==> src/rtl/jesd_tx_link.sv <==
`default_nettype none
// ============================================================================
// Module      : jesd_tx_link
// Description : JESD204B-style single-lane transmit link layer (F=2, 4 octets
//               per clock). Sequences CGS -> WAIT -> ILAS -> DATA, keeps a
//               sysref-aligned LMFC and produces the ILAS multiframes.
// Revision    : 1.0 - initial release
// ============================================================================
module jesd_tx_link #(
    parameter int K = 32
) (
    input  logic         clk,
    input  logic         rst_n,
    input  logic         sysref,
    input  logic         sync_n,
    input  logic [111:0] cfg_data,
    input  logic [31:0]  tx_data,
    output logic         tx_ready,
    output logic [31:0]  lane_data,
    output logic [3:0]   lane_charisk,
    output logic         lmfc_edge,
    output logic [1:0]   link_state
);

    localparam int         c_MF_CYCLES       = K / 2;
    localparam logic [3:0] c_LMFC_LAST       = 4'(c_MF_CYCLES - 1);
    localparam logic [5:0] c_ILAS_LAST_OCTET = 6'(2 * K - 1);

    localparam logic [1:0] c_ST_CGS  = 2'd0;
    localparam logic [1:0] c_ST_WAIT = 2'd1;
    localparam logic [1:0] c_ST_ILAS = 2'd2;
    localparam logic [1:0] c_ST_DATA = 2'd3;

    localparam logic [7:0] c_CHAR_K = 8'hBC;
    localparam logic [7:0] c_CHAR_R = 8'h1C;
    localparam logic [7:0] c_CHAR_A = 8'h7C;
    localparam logic [7:0] c_CHAR_Q = 8'h9C;

    logic [1:0]  r_state, w_state_nxt;
    logic [3:0]  r_lmfc, w_lmfc_nxt;
    logic [3:0]  r_ilas_cyc, w_ilas_cyc_nxt;
    logic [1:0]  r_ilas_mf, w_ilas_mf_nxt;
    logic        r_sysref_d;
    logic        r_sync_low_d;
    logic        w_sysref_edge;
    logic        w_ilas_last;
    logic [31:0] w_lane_nxt;
    logic [3:0]  w_charisk_nxt;

    logic [31:0] r_lane_data;
    logic [3:0]  r_lane_charisk;
    logic        r_tx_ready;
    logic        r_lmfc_edge;

    // One ILAS octet {is_k, value}: index within the multiframe, plus whether
    // this is the configuration-carrying multiframe.
    function automatic logic [8:0] f_ilas_octet(input logic [5:0]   idx,
                                                input logic         is_mf1,
                                                input logic [111:0] cfg);
        logic [8:0] v_oct;
        v_oct = {3'b000, idx};
        if (idx == 6'd0) begin
            v_oct = {1'b1, c_CHAR_R};
        end else if (idx == c_ILAS_LAST_OCTET) begin
            v_oct = {1'b1, c_CHAR_A};
        end else if (is_mf1) begin
            if (idx == 6'd1) begin
                v_oct = {1'b1, c_CHAR_Q};
            end
            for (int n = 0; n < 14; n++) begin
                if (idx == 6'(n + 2)) begin
                    v_oct = {1'b0, cfg[8*n +: 8]};
                end
            end
        end
        return v_oct;
    endfunction

    assign w_sysref_edge = sysref & ~r_sysref_d;
    assign w_ilas_last   = (r_ilas_cyc == c_LMFC_LAST) && (r_ilas_mf == 2'd3);

    // LMFC free-runs over one multiframe; a sysref rising edge restarts it.
    always_comb begin
        w_lmfc_nxt = r_lmfc + 4'd1;
        if (w_sysref_edge || (r_lmfc == c_LMFC_LAST)) begin
            w_lmfc_nxt = 4'd0;
        end
    end

    // Link state transitions; ILAS entry uses the upcoming LMFC value so ILAS
    // starts in the very cycle the LMFC reads 0.
    always_comb begin
        w_state_nxt = r_state;
        case (r_state)
            c_ST_CGS: begin
                if (sync_n) w_state_nxt = c_ST_WAIT;
            end
            c_ST_WAIT: begin
                if (!sync_n)                 w_state_nxt = c_ST_CGS;
                else if (w_lmfc_nxt == 4'd0) w_state_nxt = c_ST_ILAS;
            end
            c_ST_ILAS: begin
                if (!sync_n)          w_state_nxt = c_ST_CGS;
                else if (w_ilas_last) w_state_nxt = c_ST_DATA;
            end
            c_ST_DATA: begin
                if (!sync_n && r_sync_low_d) w_state_nxt = c_ST_CGS;
            end
            default: w_state_nxt = c_ST_CGS;
        endcase
    end

    // ILAS position (cycle within multiframe, multiframe number), independent
    // of the LMFC so a mid-ILAS sysref does not disturb the sequence.
    always_comb begin
        w_ilas_cyc_nxt = 4'd0;
        w_ilas_mf_nxt  = 2'd0;
        if ((w_state_nxt == c_ST_ILAS) && (r_state == c_ST_ILAS)) begin
            if (r_ilas_cyc == c_LMFC_LAST) begin
                w_ilas_mf_nxt = r_ilas_mf + 2'd1;
            end else begin
                w_ilas_cyc_nxt = r_ilas_cyc + 4'd1;
                w_ilas_mf_nxt  = r_ilas_mf;
            end
        end
    end

    // Lane octets for the upcoming cycle, selected by the upcoming state.
    always_comb begin
        w_lane_nxt    = {4{c_CHAR_K}};
        w_charisk_nxt = 4'hF;
        case (w_state_nxt)
            c_ST_ILAS: begin
                for (int b = 0; b < 4; b++) begin
                    {w_charisk_nxt[b], w_lane_nxt[8*b +: 8]} =
                        f_ilas_octet({w_ilas_cyc_nxt, 2'(b)}, (w_ilas_mf_nxt == 2'd1), cfg_data);
                end
            end
            c_ST_DATA: begin
                w_lane_nxt    = tx_data;
                w_charisk_nxt = 4'h0;
            end
            default: begin
                w_lane_nxt    = {4{c_CHAR_K}};
                w_charisk_nxt = 4'hF;
            end
        endcase
    end

    // State, counters and all registered outputs.
    always_ff @(posedge clk or negedge rst_n) begin
        if (!rst_n) begin
            r_state        <= c_ST_CGS;
            r_lmfc         <= 4'd0;
            r_ilas_cyc     <= 4'd0;
            r_ilas_mf      <= 2'd0;
            r_sysref_d     <= 1'b0;
            r_sync_low_d   <= 1'b0;
            r_lane_data    <= {4{c_CHAR_K}};
            r_lane_charisk <= 4'hF;
            r_tx_ready     <= 1'b0;
            r_lmfc_edge    <= 1'b0;
        end else begin
            r_state        <= w_state_nxt;
            r_lmfc         <= w_lmfc_nxt;
            r_ilas_cyc     <= w_ilas_cyc_nxt;
            r_ilas_mf      <= w_ilas_mf_nxt;
            r_sysref_d     <= sysref;
            r_sync_low_d   <= ~sync_n;
            r_lane_data    <= w_lane_nxt;
            r_lane_charisk <= w_charisk_nxt;
            r_tx_ready     <= (w_state_nxt == c_ST_DATA);
            r_lmfc_edge    <= (w_lmfc_nxt == 4'd0);
        end
    end

    assign tx_ready     = r_tx_ready;
    assign lane_data    = r_lane_data;
    assign lane_charisk = r_lane_charisk;
    assign lmfc_edge    = r_lmfc_edge;
    assign link_state   = r_state;

endmodule
`default_nettype wire

==> config.mk <==
export PLATFORM = sky130hd
export DESIGN_NAME = jesd_tx_link
export DESIGN_NICKNAME = d
export VERILOG_FILES = /design/src/rtl/jesd_tx_link.sv
export SDC_FILE = /design/constraint.sdc
export NUM_CORES = 1
export LEC_CHECK = 0
export CAP_MARGIN = 20
export CORE_MARGIN = 1.5
export CORE_UTILIZATION = 40
export CTS_BUF_LIST = sky130_fd_sc_hd__clkbuf_4
export CTS_CLUSTER_DIAMETER = 60
export CTS_CLUSTER_SIZE = 30
export DETAILED_ROUTE_END_ITERATION = 12
export GPL_TIMING_DRIVEN = 0
export HOLD_SLACK_MARGIN = 0.03
export PLACE_DENSITY = 0.86
export SYNTH_ARGS = -nofsm -noshare
export SYNTH_HDL_FRONTEND = slang
export SYNTH_SLANG_ARGS = --single-unit
==> constraint.sdc <==
create_clock -name clk -period 2.8 [get_ports clk]
set_input_delay 0.7 -clock clk [delete_from_list [all_inputs] [get_ports clk]]
set_output_delay 0.7 -clock clk [all_outputs]
set_load 0.05 [all_outputs]
==> out/results.tsv <==
metric	value	unit
result of the run	finished clean	
Via-to-Cell Ratio	6.03	
clock root cell	clkbuf_4	
CP cell instances	ha_1 > buf_2 > inv_2 > a31oi_4 > nor2_4 > buf_2 > a221oi_1 > o21ai_0 > o21a_1	
Synth Register Bits	52	
Arrival @ worst endpoint	3.08	ns
overall power	4.23	mW
synth-to-layout area growth	66.4	%
max-cap violations	0	
Synth Flop Type	dfrtp_1	
PortBufs	187	
Mapped Cells	370	
Post-synth EDFFs	0	
chip height	94.8	um
Max Freq	362	MHz
TritonCTS buffer count	5	
Seq/Total Area, Yosys	39.5	%
relative slew slack	47.4	%
die area	0.00899	mm2
GPL Wtd Cong	1.00	
DRT Pass-1 Iters	4	
num ports	188	
Ant. Diodes	0	
synthesized area per cell	9.12	um2
Clock Latency Late Sink	0.37	ns
Final min period	2.76	ns
Setup crit end kind	flip-flop	
most frequent cells in the layout	clkdlybuf4s50_1 (186), nand2_1 (34), nor2_1 (33), a21oi_1 (27), dfrtp_1 (27)	
worst vdd ir	433	uV
Final nets	723	
CORE AREA	0.00818	mm2
Setup-failing EPs final	0	
Final ANT Viol Nets	0	
Ys Warns	0	
cell mode on critical path	buf_2	
Worst path slowest cell	dfrtp_2	
post-route setup slack	0.0353	ns
DRC	0	
worst reg2reg setup slack	0.04	ns
mapped cell area	0.00337	mm2
Tcrit/Tclk final	98.7	%
share of layout cells above drive strength 1	16.8	%
post-synthesis cell type count	71	
Fin. Hold Viols	0	
CP max FO	10	
Initial DRC Count	340	
grt ovf	0	
CP Class	reg -> reg	
Final Instance Area	0.00561	mm2
routed len/inst	22.0	um
TritonCTS clock tree	built	
RSZ-0062 raised after global routing	true	
clock sinks	52	
global-route wire length before repair	21300	um
Post-Route WL	14900	um
Worst setup SP type	flip-flop	
vias	4085	
Worst Skew	0.0108	ns
DP Worst Slack	-0.870	ns
crit-path max cell delay	0.50	ns
worst-margin pin slew	0.784	ns
syn nets	521	
placed inst area	0.00539	mm2
CTS hold repair buffers	0	
largest net degree at the start of global routing	35	
Rows	33	
Max Root-Sink Buffers	2	
PwrDens	753	mW/mm2
starting density of the core	41.3	%
Worst Path Required	3.12	ns
initial antenna violation count	0	
Pleak	2.16	nW
global router's overall resource usage	31.9	%
commonest non-fill, non-tap cell in the layout	clkdlybuf4s50_1	
Async SR Flop Fraction	100	%
number of global-route vias before repair	3837	
post-DP HPWL	11300	um
Final Max Slew Viols	0	
width of the die	94.8	um
Worst-path clk slew	0.16	ns
Top delay family on crit path	compound AO/OA/AOI/OAI gates	
H-tree levels	2	
min-delay worst type	in -> async	
Worst Path Buf+Inv	3	
==> where the power goes <==
group          leakage [nW]  internal [mW]  switching (mW)
Clock                0.0559          0.289           0.255
Combinational          1.48          0.914            1.58
Sequential            0.626           1.08           0.107
==> path summary, 6_finish.rpt <==
| check | startpoint | endpoint | depth (start not counted) |
|---|---|---|---|
| hold / removal | rst_n | lane_data[9] | 1 |
| min in group clk | r_lmfc[0] | r_lmfc[0] | 1 |
| hold reg to reg | r_lmfc[0] | r_lmfc[0] | 1 |
| setup / recovery | r_ilas_cyc[0] | lane_data[31] | 9 |
| max in group asynchronous | rst_n | lane_data[3] | 2 |
| setup reg to reg | r_ilas_cyc[0] | lane_data[31] | 9 |
==> timing repair <==
item,in CTS,in global routing
gates cloned,0,0
setup endpoints to repair,23,25
pin swaps,2,1
gates resized for setup,9,8
setup buffers,3,4
==> metrics by stage <==
step	instances	utilization [%]	setup TNS [ns]	hold WS, ns
after floorplan	370	-	0	0.404
after global placement	662	65.8	-28.30	0.491
after detailed placement	663	65.9	-15.35	0.505
after CTS	674	68.0	0	0.287
after global routing	678	68.6	-0.0309	0.280
final	678	68.6	0	0.275
==> metal layers <==
| layer | vias to the layer above | global-route usage, % | wire length, um |
|---|---|---|---|
| met5 | - | 0 | 0 |
| met2 | 295 | 47.1 | 6930 |
| met3 | 42 | 8.05 | 1570 |
| met4 | 0 | 13.6 | 473 |
| li1 | 1821 | - | - |
| met1 | 1927 | 44.0 | 5940 |
==> cells by family after synthesis <==
logic type                 share of synthesized area, %
AOI/OAI and AO/OA                                  32.9
xor gates and xnor gates                           1.04
adders and majority gates                          1.11
buffers and inverters                              4.78
DFF                                                39.5
muxes                                              1.34
and+or+nand+nor                                    19.3
==> layout make-up <==
type,instances,area (um2)
Timing Repair Buffer,195,1940
Inverter,8,30.0
Tap cell,105,131
Clock buffer,6,45.0
Clock inverter,2,60.1
Multi-Input combinational cell,287,1940
Fill cell,663,2560
Buffer,23,134
Sequential cell,52,1330
==> synth_stat cells (6+ instances only) <==
cell type | instances | area, um2
o211ai_1 | 6 | 45.0
o21ai_0 | 23 | 115
dfstp_2 | 24 | 631
clkbuf_1 | 8 | 30.0
a221o_1 | 6 | 60.1
nand2_1 | 34 | 128
o21ai_1 | 13 | 65.1
nor2_1 | 35 | 131
nand3_1 | 9 | 45.0
buf_2 | 9 | 45.0
a21oi_1 | 28 | 140
dfrtp_1 | 28 | 701
nor3_1 | 12 | 60.1
a221oi_1 | 8 | 70.1
a211oi_1 | 8 | 60.1
nand2b_1 | 6 | 37.5
==> worst register-to-register path: stages, from the launching register on <==
cell and delay, ns:
dfrtp_2 0.50, ha_1 0.29, buf_2 0.24, inv_2 0.18, a31oi_4 0.37, nor2_4 0.13, buf_2 0.24, a221oi_1 0.39
o21ai_0 0.21, o21a_1 0.17
==> state kept, by name, indices dropped and copies added (netlist names) <==
register and flops:
r_sysref_d 1, lmfc_edge 1, lane_charisk 4, r_sync_low_d 1
r_ilas_cyc 4, link_state 2, r_lmfc 4, tx_ready 1
r_ilas_mf 2, lane_data 32
Power figures use the tool's default switching activity.
